`src/rtl/shared_select_arbiter_pkg.sv`:
```
// Shared select arbiter: common types and helpers.
// Tag width is sized for the largest supported requester count.
package select_share_pkg;

  function automatic int clog2(input int v);
    int r;
    r = 0;
    for (int i = 0; i < 31; i++) begin
      if ((1 << i) < v) r = i + 1;
    end
    return r;
  endfunction

  localparam int MAX_REQ = 16;
  localparam int ID_W    = clog2(MAX_REQ);

  typedef struct packed {
    logic            valid;
    logic [ID_W-1:0] id;
  } tag_t;

endpackage

```
`src/rtl/shared_select_arbiter_if.sv`:
```
// Shared select arbiter: requester, unit and consumer bundle.
// master drives requests/results, slave is the arbiter.
interface shared_select_arbiter_if #(
  parameter int NUM_REQ   = 4,
  parameter int DATA_TYPE = 32
);
  logic [NUM_REQ-1:0]           ins_cond;
  logic [NUM_REQ*DATA_TYPE-1:0] ins_true;
  logic [NUM_REQ*DATA_TYPE-1:0] ins_false;
  logic [NUM_REQ-1:0]           ins_valid;
  logic [NUM_REQ-1:0]           ins_ready;
  logic                         unit_cond;
  logic [DATA_TYPE-1:0]         unit_true;
  logic [DATA_TYPE-1:0]         unit_false;
  logic                         unit_valid;
  logic [DATA_TYPE-1:0]         unit_result;
  logic [NUM_REQ*DATA_TYPE-1:0] outs;
  logic [NUM_REQ-1:0]           outs_valid;
  logic [NUM_REQ-1:0]           outs_ready;

  modport master (
    output ins_cond, ins_true, ins_false,
    output ins_valid, unit_result, outs_ready,
    input  ins_ready, unit_cond, unit_true,
    input  unit_false, unit_valid,
    input  outs, outs_valid
  );

  modport slave (
    input  ins_cond, ins_true, ins_false,
    input  ins_valid, unit_result, outs_ready,
    output ins_ready, unit_cond, unit_true,
    output unit_false, unit_valid,
    output outs, outs_valid
  );
endinterface

```
`src/rtl/shared_select_arbiter_result_fifo.sv`:
```
// Per-requester result buffer: circular FIFO.
// Head reads as zero while empty.
module result_fifo
  import select_share_pkg::*;
#(
  parameter int DATA_TYPE = 32,
  parameter int DEPTH     = 2
) (
  input  logic                 clk,
  input  logic                 reset,
  input  logic                 i_wr_en,
  input  logic [DATA_TYPE-1:0] i_wr_data,
  input  logic                 i_rd_en,
  output logic [DATA_TYPE-1:0] o_rd_data,
  output logic                 o_full,
  output logic                 o_empty
);
  localparam int PW = (DEPTH > 1) ? clog2(DEPTH) : 1;
  localparam int CW = clog2(DEPTH + 1);

  logic [DATA_TYPE-1:0] r_mem [DEPTH];
  logic [PW-1:0]        r_wr_ptr;
  logic [PW-1:0]        r_rd_ptr;
  logic [CW-1:0]        r_count;
  logic                 w_do_wr;
  logic                 w_do_rd;

  assign o_full    = (r_count == CW'(DEPTH));
  assign o_empty   = (r_count == '0);
  assign w_do_wr   = i_wr_en && !o_full;
  assign w_do_rd   = i_rd_en && !o_empty;
  assign o_rd_data = o_empty ? '0 : r_mem[r_rd_ptr];

  // storage write, no reset needed behind the empty gate
  always_ff @(posedge clk) begin
    if (w_do_wr) r_mem[r_wr_ptr] <= i_wr_data;
  end

  // pointers and occupancy
  always_ff @(posedge clk or posedge reset) begin
    if (reset) begin
      r_wr_ptr <= '0;
      r_rd_ptr <= '0;
      r_count  <= '0;
    end else begin
      if (w_do_wr)
        r_wr_ptr <= (int'(r_wr_ptr) == DEPTH - 1) ?
                    '0 : r_wr_ptr + 1'b1;
      if (w_do_rd)
        r_rd_ptr <= (int'(r_rd_ptr) == DEPTH - 1) ?
                    '0 : r_rd_ptr + 1'b1;
      if (w_do_wr && !w_do_rd)
        r_count <= r_count + 1'b1;
      else if (w_do_rd && !w_do_wr)
        r_count <= r_count - 1'b1;
    end
  end

  a_no_overflow: assert property (
    @(posedge clk) disable iff (reset)
    !(i_wr_en && o_full));

endmodule

```
`src/rtl/shared_select_arbiter.sv`:
```
// Round-robin share of one pipelined select unit.
// Credits bound in-flight plus buffered results per requester.
module shared_select_arbiter
  import select_share_pkg::*;
#(
  parameter int NUM_REQ   = 4,
  parameter int DATA_TYPE = 32,
  parameter int LATENCY   = 2,
  parameter int CREDITS   = 2
) (
  input logic clk,
  input logic reset,
  shared_select_arbiter_if.slave bus
);
  localparam int CW = clog2(CREDITS + 1);
  localparam int DW = DATA_TYPE;

  logic [NUM_REQ-1:0]    w_elig;
  logic [NUM_REQ-1:0]    w_grant;
  logic [NUM_REQ-1:0]    w_pop;
  logic [NUM_REQ-1:0]    w_wr;
  logic [NUM_REQ-1:0]    w_full;
  logic [NUM_REQ-1:0]    w_empty;
  logic [2*NUM_REQ-1:0]  w_rot;
  logic                  w_hit;
  logic [ID_W-1:0]       w_gid;
  int                    w_sum;
  logic [ID_W-1:0]       r_rr_ptr;
  logic [CW-1:0]         r_credit [NUM_REQ];
  tag_t                  r_tag [LATENCY];
  logic [DW-1:0]         w_head [NUM_REQ];
  logic [NUM_REQ*DW-1:0] w_outs;

  // eligible: request present and buffer room left; quiet in reset
  always_comb begin
    w_elig = '0;
    for (int i = 0; i < NUM_REQ; i++)
      w_elig[i] = !reset && bus.ins_valid[i] &&
                  (r_credit[i] < CW'(CREDITS));
  end

  // first eligible at or after the pointer, cyclically
  always_comb begin
    w_rot = {w_elig, w_elig} >> r_rr_ptr;
    w_hit = 1'b0;
    w_gid = '0;
    w_sum = 0;
    for (int k = 0; k < NUM_REQ; k++) begin
      if (!w_hit && w_rot[k]) begin
        w_hit = 1'b1;
        w_sum = int'(r_rr_ptr) + k;
        if (w_sum >= NUM_REQ) w_sum = w_sum - NUM_REQ;
        w_gid = ID_W'(w_sum);
      end
    end
  end

  assign w_grant = w_hit ? (NUM_REQ'(1) << w_gid) : '0;

  assign bus.ins_ready  = w_grant;
  assign bus.unit_valid = w_hit;
  assign bus.unit_cond  = |(bus.ins_cond & w_grant);
  assign bus.unit_true  = w_hit ?
    DW'(bus.ins_true >> (int'(w_gid) * DW)) : '0;
  assign bus.unit_false = w_hit ?
    DW'(bus.ins_false >> (int'(w_gid) * DW)) : '0;

  // pointer moves just past the winner
  always_ff @(posedge clk or posedge reset) begin
    if (reset)
      r_rr_ptr <= '0;
    else if (w_hit)
      r_rr_ptr <= (int'(w_gid) == NUM_REQ - 1) ?
                  '0 : w_gid + 1'b1;
  end

  // tag pipeline mirrors the unit latency
  always_ff @(posedge clk or posedge reset) begin
    if (reset) begin
      for (int s = 0; s < LATENCY; s++) r_tag[s] <= '0;
    end else begin
      r_tag[0] <= '{valid: w_hit, id: w_gid};
      for (int s = 1; s < LATENCY; s++)
        r_tag[s] <= r_tag[s-1];
    end
  end

  // result write steering from the last tag stage
  always_comb begin
    w_wr = '0;
    for (int i = 0; i < NUM_REQ; i++)
      w_wr[i] = r_tag[LATENCY-1].valid &&
                (r_tag[LATENCY-1].id == ID_W'(i));
  end

  assign w_pop = ~w_empty & bus.outs_ready;

  // credits: up on grant, down on pop
  always_ff @(posedge clk or posedge reset) begin
    if (reset) begin
      for (int i = 0; i < NUM_REQ; i++) r_credit[i] <= '0;
    end else begin
      for (int i = 0; i < NUM_REQ; i++) begin
        unique case ({w_grant[i], w_pop[i]})
          2'b10:   r_credit[i] <= r_credit[i] + 1'b1;
          2'b01:   r_credit[i] <= r_credit[i] - 1'b1;
          default: r_credit[i] <= r_credit[i];
        endcase
      end
    end
  end

  for (genvar i = 0; i < NUM_REQ; i++) begin : g_buf
    result_fifo #(
      .DATA_TYPE(DW),
      .DEPTH    (CREDITS)
    ) u_fifo (
      .clk      (clk),
      .reset    (reset),
      .i_wr_en  (w_wr[i]),
      .i_wr_data(bus.unit_result),
      .i_rd_en  (w_pop[i]),
      .o_rd_data(w_head[i]),
      .o_full   (w_full[i]),
      .o_empty  (w_empty[i])
    );

    a_credit_max: assert property (
      @(posedge clk) disable iff (reset)
      r_credit[i] <= CW'(CREDITS));

    a_no_full_wr: assert property (
      @(posedge clk) disable iff (reset)
      !(w_wr[i] && w_full[i]));
  end

  // pack buffer heads onto the output bus
  always_comb begin
    w_outs = '0;
    for (int i = 0; i < NUM_REQ; i++)
      w_outs[i*DW +: DW] = w_head[i];
  end

  assign bus.outs       = w_outs;
  assign bus.outs_valid = ~w_empty;

endmodule
```
`src/flat_wrapper.sv`:
```
// flat-port wrapper written by rule: the top's interface ports become plain ports
module shared_select_arbiter_flat import select_share_pkg::*;
#(
  parameter int NUM_REQ   = 4,
  parameter int DATA_TYPE = 32,
  parameter int LATENCY   = 2,
  parameter int CREDITS   = 2
)
  (clk, reset, bus_ins_cond, bus_ins_true, bus_ins_false, bus_ins_valid, bus_unit_result, bus_outs_ready, bus_ins_ready, bus_unit_cond, bus_unit_true, bus_unit_false, bus_unit_valid, bus_outs, bus_outs_valid);
  shared_select_arbiter_if #(.NUM_REQ(NUM_REQ), .DATA_TYPE(DATA_TYPE)) bus_i ();
  input logic clk;
  input logic reset;
  input wire logic [$bits(bus_i.ins_cond)-1:0] bus_ins_cond;
  input wire logic [$bits(bus_i.ins_true)-1:0] bus_ins_true;
  input wire logic [$bits(bus_i.ins_false)-1:0] bus_ins_false;
  input wire logic [$bits(bus_i.ins_valid)-1:0] bus_ins_valid;
  input wire logic [$bits(bus_i.unit_result)-1:0] bus_unit_result;
  input wire logic [$bits(bus_i.outs_ready)-1:0] bus_outs_ready;
  output wire logic [$bits(bus_i.ins_ready)-1:0] bus_ins_ready;
  output wire logic [$bits(bus_i.unit_cond)-1:0] bus_unit_cond;
  output wire logic [$bits(bus_i.unit_true)-1:0] bus_unit_true;
  output wire logic [$bits(bus_i.unit_false)-1:0] bus_unit_false;
  output wire logic [$bits(bus_i.unit_valid)-1:0] bus_unit_valid;
  output wire logic [$bits(bus_i.outs)-1:0] bus_outs;
  output wire logic [$bits(bus_i.outs_valid)-1:0] bus_outs_valid;
  assign bus_i.ins_cond = bus_ins_cond;
  assign bus_i.ins_true = bus_ins_true;
  assign bus_i.ins_false = bus_ins_false;
  assign bus_i.ins_valid = bus_ins_valid;
  assign bus_i.unit_result = bus_unit_result;
  assign bus_i.outs_ready = bus_outs_ready;
  assign bus_ins_ready = bus_i.ins_ready;
  assign bus_unit_cond = bus_i.unit_cond;
  assign bus_unit_true = bus_i.unit_true;
  assign bus_unit_false = bus_i.unit_false;
  assign bus_unit_valid = bus_i.unit_valid;
  assign bus_outs = bus_i.outs;
  assign bus_outs_valid = bus_i.outs_valid;
  shared_select_arbiter #(.NUM_REQ(NUM_REQ), .DATA_TYPE(DATA_TYPE), .LATENCY(LATENCY), .CREDITS(CREDITS)) u_core (.clk(clk), .reset(reset), .bus(bus_i));
endmodule
```
`config.mk`:
```
export PLATFORM = sky130hd
export DESIGN_NAME = shared_select_arbiter_flat
export DESIGN_NICKNAME = d
export VERILOG_FILES = /design/src/rtl/shared_select_arbiter_pkg.sv /design/src/rtl/shared_select_arbiter_if.sv /design/src/rtl/shared_select_arbiter_result_fifo.sv /design/src/rtl/shared_select_arbiter.sv /design/src/flat_wrapper.sv
export SDC_FILE = /design/constraint.sdc
export NUM_CORES = 1
export LEC_CHECK = 0
export CAP_MARGIN = 20
export CORE_AREA = 4 4 194 196
export CTS_BUF_LIST = sky130_fd_sc_hd__clkbuf_8
export DETAILED_ROUTE_END_ITERATION = 10
export DIE_AREA = 0 0 198 200
export HOLD_SLACK_MARGIN = 0.08
export PLACE_DENSITY = 0.71
export SKIP_CTS_REPAIR_TIMING = 1
export SLEW_MARGIN = 40
export SYNTH_ARGS = -nofsm -noshare
export SYNTH_HDL_FRONTEND = slang
export SYNTH_SLANG_ARGS = --single-unit
```
`constraint.sdc`:
```
create_clock -name clk -period 6.2 [get_ports clk]
set_input_delay 1.24 -clock clk [delete_from_list [all_inputs] [get_ports clk]]
set_output_delay 1.24 -clock clk [all_outputs]
set_load 0.05 [all_outputs]
```
Word level (Yosys, flattened, before mapping):

Memory sizes are Yosys's and may differ from the RTL's.
Index checks and enable logic that the tools add are counted.
W data, S select, Z words.

* output and inout bits: 202
* bits in writable memories: 256
* register bits: 38
* memories kept: 4
* bits of input ports: 302

Memories
* u_core.g_buf[0].u_fifo.r_mem: words 2, width 32, rd ports 1, clocked after Yosys merged registers in 0, wr ports 1, line shared_select_arbiter_result_fifo.sv:21 `logic [DATA_TYPE-1:0] r_mem [DEPTH];`
* u_core.g_buf[1].u_fifo.r_mem: words 2, width 32, rd ports 1, clocked after Yosys merged registers in 0, wr ports 1, line shared_select_arbiter_result_fifo.sv:21
* u_core.g_buf[2].u_fifo.r_mem: words 2, width 32, rd ports 1, clocked after Yosys merged registers in 0, wr ports 1, line shared_select_arbiter_result_fifo.sv:21
* u_core.g_buf[3].u_fifo.r_mem: words 2, width 32, rd ports 1, clocked after Yosys merged registers in 0, wr ports 1, line shared_select_arbiter_result_fifo.sv:21

* muxes and demuxes: 48
* shifts and indexed selects: 4
* $lt $le $gt $ge: 8
* reductions and logical operators: 65
* bitwise gates (word level): 3
* eq/ne operators: 16
* $add $sub $neg: 32

Operators with widths (count)
* $shr A128 B9 Y32: 2
* $mux W32: 6
* $mux W4: 10
* $logic_and A1 B1 Y1: 31
* $logic_not A1 Y1: 20
* $mux W1: 20
* $add A2 B1 Y2 const B: 8
* $eq A2 B2 Y1 const B: 8
* $mux W2: 8
* $pmux W2 S2: 4
* $reduce_bool A2 Y1: 8
* $sub A2 B1 Y2 const B: 8
* $ge A5 B3 Y1 const B: 3
* $sub A4 B4 Y4 const B: 3
* $add A4 B2 Y5 const B: 2
* $add A1 B1 Y1 const B: 8
* $and A4 B4 Y4: 2
* $eq A2 B1 Y1 const B: 4
* $eq A4 B2 Y1 const B: 2
* $logic_not A2 Y1: 4
* $lt A2 B2 Y1 const B: 4
* $shr A8 B4 Y4: 1
* $add A4 B1 Y5 const B: 1
* $add A4 B1 Y4 const B: 1
* other kinds (8): 8

Depth between registers and ports, before layout:

Gate-level depths: netlist (run 1).

* word-level depth: 18
* gate-level depth with buffers: 16

Cells and area by module:

From an unflattened synthesis (run 1), not the netlist that was laid out.

* cells, all modules: 1621
* area, all modules: 17564.3 um2

By module, submodules not included
* result_fifo: seq. area each 2021.9 um2, cells each 155, area each 2613.8 um2, instances 4
* shared_select_arbiter: seq. area each 550.5 um2, cells each 1001, area each 7109.3 um2, instances 1

Least setup slack after synthesis (run 1):

No wires, ideal clock.

* path type: input to output
* start point: input port reset
* end point: output port bus_ins_ready[1]
* stages on the path: 8
* required time: 4.960 ns
* arrival time: 4.914 ns
* slack: 0.046 ns
* cells stage by stage: inv_1 -> o21ai_1 -> mux2i_4 -> nor2_1 -> a21oi_2 -> nand3_2 -> buf_6 -> nor3_1

* elaborated cells between the ends (all ways): 26
* classes of those cells: shift (2); mux (9); reduce/logical (15)

RTL lines
* from (decl): line flat_wrapper.sv:12 `input logic reset;`
* $logic_not A1 Y1 (*): line shared_select_arbiter.sv:38 `w_elig[i] = !reset && bus.ins_valid[i] &&`
* $logic_and A1 B1 Y1 (2 in a row): line shared_select_arbiter.sv:38
* $shr A8 B4 Y4 (*): line shared_select_arbiter.sv:44 `w_rot = {w_elig, w_elig} >> r_rr_ptr;`
* $mux W1: line shared_select_arbiter.sv:49 `if (!w_hit && w_rot[k]) begin`
* $logic_not A1 Y1: line shared_select_arbiter.sv:49
* $logic_and A1 B1 Y1: line shared_select_arbiter.sv:49
* $mux W1: line shared_select_arbiter.sv:49
* $logic_not A1 Y1: line shared_select_arbiter.sv:49
* $logic_and A1 B1 Y1: line shared_select_arbiter.sv:49
* $mux W1: line shared_select_arbiter.sv:49
* $logic_not A1 Y1: line shared_select_arbiter.sv:49
* $logic_and A1 B1 Y1: line shared_select_arbiter.sv:49
* $mux W1 (*): line shared_select_arbiter.sv:49
* via bus_unit_valid: line flat_wrapper.sv:23 `output wire logic [$bits(bus_i.unit_valid)-1:0] bus_unit_valid;`
* $mux W4 (*): line shared_select_arbiter.sv:58 `assign w_grant = w_hit ? (NUM_REQ'(1) << w_gid) : '0;`
* to (decl): line flat_wrapper.sv:19 `output wire logic [$bits(bus_i.ins_ready)-1:0] bus_ins_ready;`

Mark *: on every way through the listed nets, which the timed path passes. The rest lies on a longest branch.

Final worst setup path (run 1):

* start point: input port reset
* end point: output port bus_unit_false[10]

* cells in the longest elaborated chain, start to end: 16
* elaborated cells between the ends (all ways): 26
* classes of those cells: shift (2); mux (9); reduce/logical (15)

Ends and longest elaborated chain
* $logic_not A1 Y1 (*): line shared_select_arbiter.sv:38
* $logic_and A1 B1 Y1 (2 in a row): line shared_select_arbiter.sv:38
* $shr A8 B4 Y4 (*): line shared_select_arbiter.sv:44
* $mux W1: line shared_select_arbiter.sv:49
* $logic_not A1 Y1: line shared_select_arbiter.sv:49
* $logic_and A1 B1 Y1: line shared_select_arbiter.sv:49
* $mux W1: line shared_select_arbiter.sv:49
* $logic_not A1 Y1: line shared_select_arbiter.sv:49
* $logic_and A1 B1 Y1: line shared_select_arbiter.sv:49
* $mux W1: line shared_select_arbiter.sv:49
* $logic_not A1 Y1: line shared_select_arbiter.sv:49
* $logic_and A1 B1 Y1: line shared_select_arbiter.sv:49
* $mux W4: line shared_select_arbiter.sv:49
* $shr A128 B9 Y32: line shared_select_arbiter.sv:66 `DW'(bus.ins_false >> (int'(w_gid) * DW)) : '0;`
* $mux W32 (*): line shared_select_arbiter.sv:65 `assign bus.unit_false = w_hit ?`
* to (decl): line flat_wrapper.sv:22 `output wire logic [$bits(bus_i.unit_false)-1:0] bus_unit_false;`

Mark *: on every way between the ends. The rest lies on a longest branch, timed or not.

==> results of run 1 <==
==> worst max-delay path by stage <==
stage                      from            endpoint  slack [ns]  cells after the start
after floorplan           reset    bus_ins_ready[1]        0.05                      8
after global placement    reset    bus_ins_ready[1]        0.27                     11
after detailed placement  reset    bus_ins_ready[1]        0.21                     11
after CTS                 reset    bus_ins_ready[1]        0.19                     11
after global routing      reset   bus_unit_false[2]        0.01                     10
final                     reset  bus_unit_false[10]        0.23                     10
==> kinds of logic (layout without fill, tap and decap cells) <==
group	count (synthesis)	in the layout	synth area share, %
AOI/OAI and AO/OA	38	38	2.06
xor gates and xnor gates	38	38	2.38
adders and majority gates	21	21	1.88
buffers and inverters	79	651	2.56
DFF	294	294	61.8
muxes	196	196	19.9
and+or+nand+nor	265	266	9.41
==> through the flow <==
stage / util [%] / hold slack, ns / worst slack, ns / cell area, um^2
6_report: 57.4 / 0.321 / 0.233 / 20700
5_1_grt: 57.4 / 0.330 / 0.0119 / 20700
4_1_cts: 57.3 / 0.320 / 0.186 / 20700
3_5_place_dp: 54.8 / 0.339 / 0.207 / 19800
3_3_place_gp: 54.6 / 0.336 / 0.268 / 19700
2_1_floorplan: - / 0.331 / 0.0464 / 14000
==> cells in the final DEF, fill, tap and decap left out, types with 3 or more instances in the layout <==
| cell type | count |
|---|---|
| clkdlybuf4s50_1 | 433 |
| edfxtp_1 | 256 |
| nor2_1 | 146 |
| mux2i_1 | 129 |
| buf_4 | 84 |
| mux4_2 | 65 |
| nor2b_1 | 60 |
| clkbuf_8 | 48 |
| inv_1 | 36 |
| dfrtp_1 | 34 |
| xnor2_1 | 27 |
| ha_1 | 21 |
| buf_12 | 19 |
| clkinv_1 | 14 |
| nand2_1 | 14 |
| xor2_1 | 11 |
| o21ai_0 | 8 |
| clkinv_2 | 8 |
| a21oi_1 | 7 |
| nor3_1 | 7 |
| nor2b_4 | 7 |
| and2_1 | 4 |
| nor2_4 | 4 |
| dfrtp_2 | 4 |
| or3_1 | 3 |
==> cell type report <==
| class | instances | area [um^2] | share of cell area [%] |
|---|---|---|---|
| Clock buffer | 48 | 661 | 3.19 |
| Clock inverter | 36 | 214 | 1.03 |
| Inverter | 27 | 104 | 0.501 |
| Multi-Input combinational cell | 559 | 5070 | 24.5 |
| Sequential cell | 294 | 8640 | 41.7 |
| Tap cell | 468 | 586 | 2.83 |
| Timing Repair Buffer | 540 | 5430 | 26.2 |
==> routing by layer <==
metal | share of wire (%) | wire [um] | vias to the layer above
met4 | 2.4 | 1230 | 2
met3 | 6.5 | 3380 | 62
met5 | 0.031 | 16 | -
met2 | 51 | 26500 | 463
li1 | - | - | 4550
met1 | 40 | 20500 | 4981
==> critical path, cell delays in order <==
cell	delay [ns]
clkdlybuf4s50_1	0.52
or4bb_1	0.59
a21oi_1	0.23
nor2_1	0.12
nor2_1	0.19
o21ai_0	0.15
a32oi_1	0.54
nand3_2	0.56
nor2b_1	0.39
buf_12	0.18
==> sequential cells by signal, summed over array words and instances, names as in the netlist <==
register,cells
u_core.g_buf.u_fifo.r_count,8
u_core.g_buf.u_fifo.r_wr_ptr,4
u_core.r_tag,10
u_core.g_buf.u_fifo.r_mem,256
u_core.r_credit,8
u_core.r_rr_ptr,4
u_core.g_buf.u_fifo.r_rd_ptr,4
==> Yosys cell counts (all sizes together), types with 9 or more instances <==
cell	n
edfxtp	256
nor2	152
mux2i	130
nor2b	67
mux4	65
dfrtp	38
clkbuf	33
xnor2	27
inv	25
ha	21
buf	19
nand2	14
xor2	11
a21oi	9
o21ai	9
==> report_power, final <==
| part | leakage, uW | switching [uW] | internal (uW) |
|---|---|---|---|
| registers | 0.00277 | 125 | 2230 |
| clock network | 0.000494 | 727 | 805 |
| logic | 0.00456 | 2480 | 1360 |
==> key figures, run 1 <==
Run status
  – Status: finished, final reports clean

Pwr
  – PwrDens: 373 mW/mm^2
  – VDD IR max: 0.402 mV
  – Leak: 0.00782 uW
  – Overall Power: 7720 uW

Worst hold path
  – Hold Startpoint: u_core.r_tag[9]
  – Worst Hold End: u_core.r_tag[4]
  – HP Class: flip-flop to flip-flop
  – Hold Crit Depth: 0

Drt
  – Total Wirelength: 51.6 mm
  – DR vias: 10100
  – DR vias/cell: 5.10
  – Iteration-0 DRC Markers: 631
  – WL/cell: 26.2 um
  – Drt first pass iters: 5
  – Drt drc: 0
  – Routed Antenna Nets: 0

Synthesis
  – Async SR Flop Fraction: 12.9%
  – Synth cell types: 58
  – Synthesized flop and latch total: 294
  – Cells after Synth: 931
  – Cell taking the most area after synthesis: edfxtp_1
  – Seq/Total Area, Yosys: 61.8%
  – Net Count, Synth: 1254
  – Cell Area, Synth: 0.0140 mm^2
  – Average size of a mapped cell: 15.0 um^2
  – Top-area cell type share of the netlist area: 55.0%
  – EDFF count, synth: 256
  – Syn. warnings: 0
  – Top cells by area, synth: edfxtp_1 55%, mux4_2 10%, mux2i_1 9.2%
  – Ys flop type: edfxtp_1

STA
  – Crit share post-route: 96.2%
  – Max-Slew Margin vs Limit: 46.1%
  – Final number of hold-violating endpoints: 0
  – Post-layout min period: 5.97 ns
  – Slew @ Worst Pin: 0.809 ns
  – Fmax: 0.168 GHz
  – Final slew viol count: 0
  – Final setup skew: 0.0397 ns
  – Final setup vio count: 0
  – Setup TNS: 0 ns
  – Unrepaired setup endpoints after global routing: no

Clocking
  – Clk sink count: 294
  – CTS tree: yes
  – H-tree Lvls: 2
  – Longest Clk Path Bufs: 3
  – Clk root buf: clkbuf_8
  – Skew-Pair Late Insertion Delay: 0.56 ns
  – CTS Buf Count: 45
  – Clock transition at path regs: 0.07 ns

Place
  – Buffers on Ports: 503
  – Dpl hpwl: 39.8 mm
  – Gp weighted congestion: 0.920
  – Post-placement cell count: 1883

Worst setup path
  – Worst reg2reg path endpoint: u_core.r_credit[5]
  – Startpoint class of the critical path: primary input
  – Crit Path Max Fanout: 12
  – Reg2reg start: u_core.r_rr_ptr[1]
  – CP Data Required Time: 4.96 ns
  – Register-to-Register Path Depth: 16
  – WP data arrival: 4.73 ns
  – Critical path class: primary input to output pin
  – Endpoint class of the critical path: output pin
  – Flop-to-flop setup slack: 1.54 ns

Final layout
  – Final Non-Filler Cells: 1972
  – Area grow syn2layout: 48.1%
  – Final nets: 1790
  – Ant diodes: 0
  – Layout cell share with drive strength beyond 1: 17.8%
  – Filler instances: 2935

Global route
  – First-pass GRT wire length: 71.1 mm
  – Routing usage on met2: 44.2%
  – Busiest grt layer: met2
  – Grt total ovfl: 0
  – Met3 Resource Use GR: 4.57%
  – Routing usage on met1: 32.0%
  – Largest net degree at the start of global routing: 58
  – Global Route Usage Sum: 24.9%
  – Vias in the first global route: 10200
  – Initial antenna violation count: 5

Floorplanning
  – Die height: 200 um
  – Core area: 0.0361 mm^2
  – IO Pins: 504
  – Starting density of the core: 38.8%
  – Row count: 70
  – Die X: 198 um
  – Die area: 0.0396 mm^2

Job
  – Max_cap viols: 0
Power figures use the tool's default switching activity.
==> run 2: changes to the inputs <==
--- a/config.mk
+++ b/config.mk
@@ -10,6 +10,7 @@
 export CTS_BUF_LIST = sky130_fd_sc_hd__clkbuf_8
 export DETAILED_ROUTE_END_ITERATION = 10
 export DIE_AREA = 0 0 198 200
+export GPL_TIMING_DRIVEN = 1
 export HOLD_SLACK_MARGIN = 0.08
 export PLACE_DENSITY = 0.71
 export SKIP_CTS_REPAIR_TIMING = 1
==> results of run 2 <==
No change in the layout: final DEF, timing and power equal those of run 1.
